`config.mk`:
```
export PLATFORM = sky130hd
export DESIGN_NAME = keyboard_scan
export DESIGN_NICKNAME = d
export VERILOG_FILES = /design/src/rtl/keyboard_scan.sv
export SDC_FILE = /design/constraint.sdc
export NUM_CORES = 1
export LEC_CHECK = 0
export ABC_CLOCK_PERIOD_IN_PS = 9150
export CAP_MARGIN = 20
export CORE_ASPECT_RATIO = 1.75
export CORE_MARGIN = 5
export CORE_UTILIZATION = 55
export DETAILED_ROUTE_END_ITERATION = 8
export GPL_TIMING_DRIVEN = 0
export PLACE_DENSITY_LB_ADDON = 0.25
export SYNTH_ARGS = -nofsm -noshare
export SYNTH_HDL_FRONTEND = slang
export SYNTH_SLANG_ARGS = --single-unit
```
`constraint.sdc`:
```
create_clock -name pclk -period 9.15 [get_ports pclk]
set_input_delay 1.83 -clock pclk [delete_from_list [all_inputs] [get_ports pclk]]
set_output_delay 1.83 -clock pclk [all_outputs]
set_load 0.01 [all_outputs]
```
`src/rtl/keyboard_scan.sv`:
```
// keyboard_scan: synchronised, debounced scanner for KEY_NUM active-low keys with a press/release event FIFO.
// Optional build macro KEYBOARD_LAST_PRESS_EN: key_code follows the most recent press that is still held.
`timescale 1ns/1ps
module keyboard_scan #(
  parameter  int PCLK_FREQ    = 10_000_000,
  parameter  int SCAN_FREQ    = 1_000,
  parameter  int KEY_NUM      = 13,
  parameter  int DEBOUNCE_CNT = 4,
  parameter  int FIFO_DEPTH   = 8,
  localparam int CW           = $clog2(KEY_NUM)
) (
  input  logic               pclk,
  input  logic               rst,
  input  logic [KEY_NUM-1:0] key,
  output logic [KEY_NUM-1:0] key_state,
  output logic               key_valid,
  output logic [CW-1:0]      key_code,
  output logic               evt_valid,
  input  logic               evt_ready,
  output logic [CW-1:0]      evt_code,
  output logic               evt_press,
  output logic               overflow
);

  localparam int TICK_DIV = PCLK_FREQ / SCAN_FREQ;
  localparam int TW       = (TICK_DIV > 1) ? $clog2(TICK_DIV) : 1;
  localparam int AW       = $clog2(FIFO_DEPTH);
  localparam int EW       = CW + 1;

  function automatic logic [CW-1:0] lowest_idx(input logic [KEY_NUM-1:0] v);
    logic [CW-1:0] idx;
    idx = '0;
    for (int i = KEY_NUM - 1; i >= 0; i--) begin
      if (v[i]) idx = CW'(i);
    end
    return idx;
  endfunction

  logic [KEY_NUM-1:0] sync1_q, sync2_q;
  logic [TW-1:0]      tick_cnt_q, tick_cnt_d;
  logic               tick_s;
  logic [3:0]         db_q [KEY_NUM];
  logic [3:0]         db_d [KEY_NUM];
  logic [KEY_NUM-1:0] key_state_q, key_state_d, chg_s;
  logic [KEY_NUM-1:0] chg_q, chg_d;
  logic               walk_busy_q, walk_busy_d;
  logic [CW-1:0]      walk_idx_q, walk_idx_d;
  logic               push_s;
  logic [EW-1:0]      push_data_s;
  logic [EW-1:0]      mem_q [FIFO_DEPTH];
  logic [AW-1:0]      wr_ptr_q, wr_ptr_d, rd_ptr_q, rd_ptr_d;
  logic [AW:0]        count_q, count_d;
  logic               full_s, pop_s, wr_en_s;
  logic               evt_valid_q, overflow_q, overflow_d;
  logic               key_valid_q, key_valid_d;
  logic [CW-1:0]      key_code_q, key_code_d;
`ifdef KEYBOARD_LAST_PRESS_EN
  logic [CW-1:0]      last_q, last_d;
`endif

  // Two-flop synchroniser; inverted so a 1 means "pressed"
  always_ff @(posedge pclk or posedge rst) begin
    if (rst) begin
      sync1_q <= '0;
      sync2_q <= '0;
    end else begin
      sync1_q <= ~key;
      sync2_q <= sync1_q;
    end
  end

  // Scan tick divider
  always_comb begin
    tick_s = (tick_cnt_q == TW'(TICK_DIV - 1));
    if (tick_s) tick_cnt_d = '0;
    else        tick_cnt_d = tick_cnt_q + TW'(1);
  end

  // Per-key debounce: the DEBOUNCE_CNT-th consecutive differing sample flips the state
  always_comb begin
    db_d        = db_q;
    key_state_d = key_state_q;
    chg_s       = '0;
`ifdef KEYBOARD_LAST_PRESS_EN
    last_d      = last_q;
`endif
    for (int i = 0; i < KEY_NUM; i++) begin
      if (!tick_s) begin
        db_d[i] = db_q[i];
      end else if (sync2_q[i] == key_state_q[i]) begin
        db_d[i] = 4'd0;
      end else if (db_q[i] == 4'(DEBOUNCE_CNT - 1)) begin
        db_d[i]        = 4'd0;
        key_state_d[i] = ~key_state_q[i];
        chg_s[i]       = 1'b1;
`ifdef KEYBOARD_LAST_PRESS_EN
        if (!key_state_q[i]) last_d = CW'(i);
        else                 last_d = last_d;
`endif
      end else begin
        db_d[i] = db_q[i] + 4'd1;
      end
    end
  end

  // Change-vector walker: one index per cycle after each tick
  always_comb begin
    chg_d       = chg_q;
    walk_busy_d = walk_busy_q;
    walk_idx_d  = walk_idx_q;
    push_s      = 1'b0;
    push_data_s = {walk_idx_q, key_state_q[walk_idx_q]};
    if (tick_s) begin
      chg_d       = chg_s;
      walk_busy_d = 1'b1;
      walk_idx_d  = '0;
    end else if (walk_busy_q) begin
      push_s = chg_q[walk_idx_q];
      if (walk_idx_q == CW'(KEY_NUM - 1)) walk_busy_d = 1'b0;
      else                                walk_idx_d  = walk_idx_q + CW'(1);
    end else begin
      walk_busy_d = 1'b0;
    end
  end

  // FIFO control; a push into a full FIFO is only accepted alongside a pop
  always_comb begin
    full_s     = (count_q == (AW + 1)'(FIFO_DEPTH));
    pop_s      = (count_q != '0) && evt_ready;
    wr_en_s    = push_s && (!full_s || pop_s);
    overflow_d = overflow_q | (push_s && full_s && !pop_s);
    if (wr_en_s) wr_ptr_d = wr_ptr_q + AW'(1);
    else         wr_ptr_d = wr_ptr_q;
    if (pop_s) rd_ptr_d = rd_ptr_q + AW'(1);
    else       rd_ptr_d = rd_ptr_q;
    case ({wr_en_s, pop_s})
      2'b10:   count_d = count_q + (AW + 1)'(1);
      2'b01:   count_d = count_q - (AW + 1)'(1);
      default: count_d = count_q;
    endcase
  end

  // Held-key summary, one registered stage behind key_state
  always_comb begin
    key_valid_d = |key_state_q;
`ifdef KEYBOARD_LAST_PRESS_EN
    if (key_state_q[last_q]) key_code_d = last_q;
    else                     key_code_d = lowest_idx(key_state_q);
`else
    key_code_d = lowest_idx(key_state_q);
`endif
  end

  // State registers
  always_ff @(posedge pclk or posedge rst) begin
    if (rst) begin
      tick_cnt_q  <= '0;
      for (int i = 0; i < KEY_NUM; i++) db_q[i] <= 4'd0;
      key_state_q <= '0;
      chg_q       <= '0;
      walk_busy_q <= 1'b0;
      walk_idx_q  <= '0;
      wr_ptr_q    <= '0;
      rd_ptr_q    <= '0;
      count_q     <= '0;
      evt_valid_q <= 1'b0;
      overflow_q  <= 1'b0;
      key_valid_q <= 1'b0;
      key_code_q  <= '0;
`ifdef KEYBOARD_LAST_PRESS_EN
      last_q      <= '0;
`endif
    end else begin
      tick_cnt_q  <= tick_cnt_d;
      db_q        <= db_d;
      key_state_q <= key_state_d;
      chg_q       <= chg_d;
      walk_busy_q <= walk_busy_d;
      walk_idx_q  <= walk_idx_d;
      wr_ptr_q    <= wr_ptr_d;
      rd_ptr_q    <= rd_ptr_d;
      count_q     <= count_d;
      evt_valid_q <= (count_d != '0);
      overflow_q  <= overflow_d;
      key_valid_q <= key_valid_d;
      key_code_q  <= key_code_d;
`ifdef KEYBOARD_LAST_PRESS_EN
      last_q      <= last_d;
`endif
    end
  end

  // FIFO storage; contents are don't-care until written, pointers define validity
  always_ff @(posedge pclk) begin
    if (wr_en_s) mem_q[wr_ptr_q] <= push_data_s;
  end

  assign key_state = key_state_q;
  assign key_valid = key_valid_q;
  assign key_code  = key_code_q;
  assign evt_valid = evt_valid_q;
  assign evt_code  = mem_q[rd_ptr_q][EW-1:1];
  assign evt_press = mem_q[rd_ptr_q][0];
  assign overflow  = overflow_q;

endmodule

```
==> results.tsv, run 1 <==
stage	metric	value	unit
floorplanning	Initial Utilization	0.562	
floorplanning	die height	171	um
route	Iter 0 DRT Violations	293	
pwr	Overall Power	1.87	mW
clocking	TritonCTS clock tree	done	
status	outcome	complete, no violations	
pwr	VDD IR max	114	uV
synthesis	syn nets	742	
worst_setup_path	cell family with most CP delay	multiplexers	
worst_setup_path	reg-to-reg slack, setup	5.49	ns
worst_setup_path	crit path to	evt_code[2]	
clocking	worst skew pair latency	0.42	ns
grt	first-pass GRT wire length	29.0	mm
route	residual DRC count	0	
timing	Slew Viols, Final	0	
timing	Setup Skew	0.0105	ns
synthesis	syn_area_per_cell	11.5	sq um
synthesis	area leader, netlist	dfrtp_1	
hold_path	worst min path class	flop to flop	
worst_setup_path	crit path DAT	2.51	ns
pwr	cell area power density	199	nW/um^2
clocking	H-tree Lvls	4	
clocking	post-CTS setup buffers	0	
layout	layout cells sized above 1	0.123	
floorplanning	IO Pins	41	
layout	number of diodes	0	
worst_setup_path	Req. time, crit path	7.32	ns
worst_setup_path	Worst R2R Start	walk_idx_q[1]	
grt	aggregate global routing overflow	0	
place	Port-buffer cells	39	
worst_setup_path	cell count along the critical path	4	
clocking	Clk pin slew, worst setup/hold paths	0.07	ns
clocking	CTS hold repair buffers	0	
floorplanning	Die ar.	17400	sq um
timing	Hold Violations, Final	0	
route	drt pass-1 iters	5	
worst_setup_path	Crit. End Element	primary output	
grt	total track usage	0.218	
layout	final net count	805	
grt	largest net degree at the start of global routing	105	
route	vias per cell	5.85	
route	Antenna Nets Post-Route	0	
timing	final setup violation count	0	
route	wire per inst	18.5	um
synthesis	Mapped Area	8110	sq um
worst_setup_path	Worst setup startpoint	rd_ptr_q[0]	
synthesis	Post-synth EDFFs	40	
route	drt total wl	17.8	mm
route	via count	5625	
worst_setup_path	worst path bufs/invs	2	
clocking	CTS Buffer Depth	2	
worst_setup_path	reg2reg end	evt_valid	
worst_setup_path	worst-case reg-to-reg path depth	12	
worst_setup_path	CP max FO	10	
floorplanning	core area	14400	sq um
synthesis	Seq/Total Area, Yosys	0.580	
grt	initial antenna violation count	0	
worst_setup_path	crit start category	flop	
timing	period utilisation layout	0.475	
floorplanning	Die Width	102	um
synthesis	Async SR Flop Fraction	0.778	
place	HPWL after detailed placement	12.6	mm
timing	Max-slew headroom	0.358	
synthesis	count leader, synth	dfrtp_1	
flow_run	Max Cap Viol	0	
grt	vias in the first global route	5954	
clocking	clk root buf	clkbuf_16	
synthesis	Yosys top cell area share	0.432	
floorplanning	row cnt	58	
place	Final Wtd Congestion	0.864	
synthesis	top_reg_cell synth	dfrtp_1	
layout	Register Area	4700	sq um
timing	min Tclk post-route	4.34	ns
timing	worst slew pin tran	0.954	ns
worst_setup_path	worst-path cell chain	buf_2 > mux4_2 > mux2_2 > clkdlybuf4s50_1	
layout	Filler cells	1078	
layout	synthesis-to-layout area growth	15.9	%
clocking	number of CTS-inserted buffers	17	
synthesis	synth cell count leaders	140 x dfrtp_1, 120 x nand2_1, 48 x inv_1	
timing	Peak Freq	230	MHz
hold_path	WHS Path Cells	0	
clocking	Clock Sinks	180	
pwr	Leak	4.11	nW
clocking	# resized after CTS	0	
synthesis	synth top area cells	dfrtp_1 43%, edfxtp_1 15%, nand2_1 5.6%, mux4_2 3.9%, ha_1 3.1%	
worst_setup_path	WS Path Type	flop to primary output	
timing	Final TNS setup	0	ns
worst_setup_path	slowest stage delay, CP	0.58	ns
layout	area of the multi-input gates	3090	sq um
synthesis	Synth Register Bits	180	
synthesis	Yosys warning count	0	
synthesis	Distinct cells, synth	60	
worst_setup_path	Slowest-stage cell, CP	mux4_2	
synthesis	Post-Syn Instances	705	
timing	RSZ-0062 raised after global routing	false	
==> cells in the final DEF, fill, tap and decap left out, drive strengths merged, types with 3 or more instances in the layout <==
cell type	netlist	routed
or4	5	5
dfrtp	140	140
nand2	120	120
xor2	24	24
a31o	3	3
ha	20	20
nand3	42	42
clkinv	0	5
o211ai	3	3
clkdlybuf4s50	0	39
inv	48	53
edfxtp	40	40
mux4	15	15
a21oi	27	27
mux2	19	19
nand4	3	3
or3	8	8
and3	7	7
o21ai	23	23
nor4	6	6
mux2i	4	4
xnor2	10	10
o21bai	3	3
nor2	18	18
nor4b	4	4
buf	15	16
nand3b	11	11
nor3	22	22
bufinv	0	3
and2	3	3
nand2b	10	10
clkbuf	11	32
o31ai	21	21
==> layer usage <==
metal,vias up,GRT usage,wire [um]
li1,2598,-,-
met1,2793,0.239,6470
met2,169,0.391,9820
met3,65,0.0400,726
met4,0,0.119,776
met5,-,0,0
==> stage by stage <==
stage	util	std cells	setup WS (ns)	hold WS [ns]	area (sq um)
after floorplan	-	705	3.57	0.331	8110
after global placement	0.604	924	1.86	0.332	8730
after detailed placement	0.608	927	5.13	0.335	8780
after CTS	0.651	959	4.74	0.350	9400
after global routing	0.651	961	4.67	0.360	9410
final	0.651	961	4.81	0.349	9410
==> power by group <==
| group | leakage, nW | total (mW) | switching, mW | internal (mW) |
|---|---|---|---|---|
| clock | 0.305 | 0.759 | 0.316 | 0.442 |
| combinational | 1.60 | 0.252 | 0.115 | 0.137 |
| sequential | 2.20 | 0.858 | 0.0183 | 0.840 |
| total | 4.11 | 1.87 | 0.449 | 1.42 |
==> area by class of cell <==
| type | count | area share |
|---|---|---|
| clock inverters | 13 | 0.0181 |
| well taps | 180 | 0.0239 |
| inverters | 48 | 0.0197 |
| flip-flops and latches | 180 | 0.500 |
| clock buffers | 19 | 0.0471 |
| plain buffers | 26 | 0.0145 |
| repair buffers | 44 | 0.0479 |
| multi-input cells | 451 | 0.329 |
==> how the worst min path moves through the flow <==
stage                start     endpoint  slack [ns]
2_1_floorplan   sync1_q[0]   sync2_q[0]        0.33
3_3_place_gp   sync1_q[10]  sync2_q[10]        0.33
3_5_place_dp    sync1_q[9]   sync2_q[9]        0.33
4_1_cts         sync1_q[9]   sync2_q[9]        0.35
5_1_grt         sync1_q[9]   sync2_q[9]        0.36
6_report        sync1_q[9]   sync2_q[9]        0.35
==> cells by family after synthesis <==
| logic type | Yosys count | synth area share |
|---|---|---|
| and+or+nand+nor | 268 | 0.161 |
| DFF | 180 | 0.580 |
| AOI/OAI and AO/OA | 90 | 0.0739 |
| buffers and inverters | 74 | 0.0390 |
| muxes | 38 | 0.0759 |
| xor gates and xnor gates | 34 | 0.0367 |
| adders and majority gates | 21 | 0.0333 |
==> worst register-to-register path, cell delays in order (launching register included) <==
cell,delay [ns]
dfrtp_1,0.59
buf_6,0.22
mux4_2,0.54
a211oi_4,0.44
or2_2,0.24
nand2b_1,0.10
inv_1,0.10
ha_1,0.24
a21o_1,0.16
a21oi_1,0.34
xnor2_1,0.14
o41ai_1,0.30
a22oi_1,0.12
==> sequential cells by signal (all words and copies together), names as in the netlist, 4 cells and up <==
register    flops
db_q           52
mem_q          40
tick_cnt_q     14
chg_q          13
key_state      13
sync1_q        13
sync2_q        13
count_q         4
key_code        4
walk_idx_q      4
Power figures use the tool's default switching activity.
==> run 2, diff against run 1 <==
ABC_CLOCK_PERIOD_IN_PS = 4400   (was 9150)
clock period = 4.4 ns   (was 9.15 ns; I/O delays follow)
==> results.tsv, run 2 (same netlist as run 1, synthesis figures left out) <==
stage	metric	value	unit	change
status	outcome	complete, no violations		unchanged
layout	Regs by FF count	db_q x52, mem_q x40, tick_cnt_q x14		unchanged
clocking	Clk pin slew, worst setup/hold paths	0.06	ns	was 0.07 ns
hold_path	worst min path class	flop to flop		unchanged
floorplanning	Die ar.	17400	sq um	unchanged
clocking	clk root buf	clkbuf_16		unchanged
route	via count	5589		was 5625
timing	min Tclk post-route	3.61	ns	
worst_setup_path	slowest stage delay, CP	0.57	ns	was 0.58 ns
timing	Peak Freq	277	MHz	
timing	period utilisation layout	0.820		
place	dpl cell area	8800	sq um	was 8780 sq um
floorplanning	die height	171	um	unchanged
layout	design area	9420	sq um	was 9410 sq um
timing	final setup violation count	0		unchanged
layout	commonest non-fill, non-tap cell in the layout	dfrtp_1		unchanged
worst_setup_path	WS Path Type	flop to flop		was flop to primary output
layout	synthesis-to-layout area growth	16.1	%	was 15.9%
route	wire per inst	18.2	um	was 18.5 um
clocking	CTS hold repair buffers	0		unchanged
grt	initial antenna violation count	0		unchanged
worst_setup_path	Slowest-stage cell, CP	dfrtp_1		was mux4_2
clocking	H-tree Lvls	4		unchanged
flow_run	Max Cap Viol	0		unchanged
route	residual DRC count	0		unchanged
clocking	post-CTS setup buffers	0		unchanged
worst_setup_path	CP max FO	11		was 10
layout	Filler cells	1093		was 1078
floorplanning	IO Pins	41		unchanged
grt	total track usage	0.218		about the same
place	Final Wtd Congestion	0.829		was 0.864
grt	vias in the first global route	5934		was 5954
route	drt total wl	17.5	mm	was 17.8 mm
worst_setup_path	Req. time, crit path	4.69	ns	was 7.32 ns
route	Iter 0 DRT Violations	317		was 293
worst_setup_path	reg-to-reg slack, setup	0.79	ns	was 5.49 ns
worst_setup_path	crit path DAT	3.90	ns	was 2.51 ns
timing	RSZ-0062 raised after global routing	false		unchanged
route	Antenna Nets Post-Route	0		unchanged
timing	worst slew pin tran	0.874	ns	was 0.954 ns
layout	commonest cells after routing, fill and taps aside	140 x dfrtp_1, 120 x nand2_1, 47 x inv_1		unchanged
timing	Max-slew headroom	0.411		was 0.358
floorplanning	row cnt	58		unchanged
worst_setup_path	Crit. End Element	flop		was primary output
route	drt pass-1 iters	7		was 5
place	HPWL after detailed placement	12.7	mm	was 12.6 mm
timing	Hold Violations, Final	0		unchanged
floorplanning	Die Width	102	um	unchanged
floorplanning	core area	14400	sq um	unchanged
timing	Final TNS setup	0	ns	unchanged
clocking	Clock Sinks	180		unchanged
worst_setup_path	crit start category	flop		unchanged
timing	Setup Skew	0.00866	ns	was 0.0105 ns
grt	aggregate global routing overflow	0		unchanged
floorplanning	Initial Utilization	0.562		unchanged
grt	largest net degree at the start of global routing	45		was 105
clocking	number of CTS-inserted buffers	17		unchanged
pwr	cell area power density	410	nW/um^2	was 199 nW/um^2
layout	layout cells sized above 1	0.121		was 0.123
layout	final net count	807		was 805
worst_setup_path	worst-path cell chain	buf_6 > mux4_2 > a211oi_4 > or2_2 > nand2b_1 > inv_1 > ha_1 > a21o_1 > a21oi_1 > xnor2_1 > o41ai_1 > a22oi_1		was buf_2 > mux4_2 > mux2_2 > clkdlybuf4s50_1
pwr	VDD IR max	296	uV	was 114 uV
place	Port-buffer cells	39		unchanged
route	vias per cell	5.81		was 5.85
clocking	worst skew pair latency	0.42	ns	about the same
pwr	Leak	4.12	nW	was 4.11 nW
grt	first-pass GRT wire length	29.0	mm	about the same
layout	max FFs per register	52		unchanged
place	pre-CTS WS	0.791	ns	was 5.13 ns
layout	most flop-heavy register	db_q		unchanged
layout	number of diodes	0		unchanged
clocking	TritonCTS clock tree	done		unchanged
clocking	# resized after CTS	0		unchanged
timing	Slew Viols, Final	0		unchanged
clocking	CTS Buffer Depth	2		unchanged
timing	Final WS setup	0.791	ns	was 4.81 ns
[run 2: cell types whose count changed in the layout (fill, tap and decap cells not counted)]
cell,delta
inv_6,-4
buf_12,+3
buf_2,+2
clkbuf_1,+2
clkdlybuf4s15_2,-2
buf_16,-1
clkbuf_16,+1
clkbuf_4,+1
clkinv_4,-1
clkinvlp_4,+1
inv_8,-1
[run 2: stage by stage]
stage / hold slack (ns) / total power, mW / instances / util
after floorplan: 0.331 / 2.18 / 705 / -
after global placement: 0.331 / 2.33 / 924 / 0.605
after detailed placement: 0.335 / 2.36 / 929 / 0.609
after CTS: 0.349 / 3.90 / 960 / 0.651
after global routing: 0.354 / 4.02 / 962 / 0.652
final: 0.348 / 3.87 / 962 / 0.652
[run 2: layout make-up]
| cell class | instances | area (sq um) | share of cell area |
|---|---|---|---|
| Multi-Input combinational cell | 451 | 3090 | 0.328 |
| Inverter | 48 | 184 | 0.0195 |
| Clock buffer | 23 | 483 | 0.0513 |
| Buffer | 26 | 136 | 0.0145 |
| Clock inverter | 8 | 124 | 0.0132 |
| Sequential cell | 180 | 4700 | 0.500 |
| Tap cell | 180 | 225 | 0.0239 |
| Timing Repair Buffer | 46 | 470 | 0.0500 |
[run 2: power by group]
part,total (mW),internal [mW],switching (mW)
registers,1.79,1.75,0.0376
logic,0.525,0.287,0.237
clock network,1.56,0.946,0.609
total,3.87,2.98,0.884
[run 2: worst max-delay path, delay by kind of cell, from the launching register on]
kind	cells	cell delay (ns)
AO/OA/AOI/OAI	5	1.35
flip-flops	1	0.57
multiplexers	1	0.55
AND/OR/NAND/NOR	2	0.32
buffers and inverters	2	0.31
adder cells (fa/ha/maj)	1	0.23
XOR/XNOR	1	0.14
[run 2: worst paths after layout]
path	depth (start not counted)	start	endpoint
max	12	walk_idx_q[1]	evt_valid
min	0	sync1_q[10]	sync2_q[10]
max reg2reg	12	walk_idx_q[1]	evt_valid
min reg2reg	0	sync1_q[10]	sync2_q[10]
max in group asynchronous	3	rst	count_q[1]
min in group asynchronous	2	rst	db_q[37]
[run 2: metal layers]
metal | GRT usage | vias up | part of all wire
met4 | 0.0955 | 0 | 0.035
met5 | 0 | - | 0
li1 | - | 2602 | -
met3 | 0.0432 | 48 | 0.038
met2 | 0.397 | 157 | 0.55
met1 | 0.241 | 2782 | 0.37
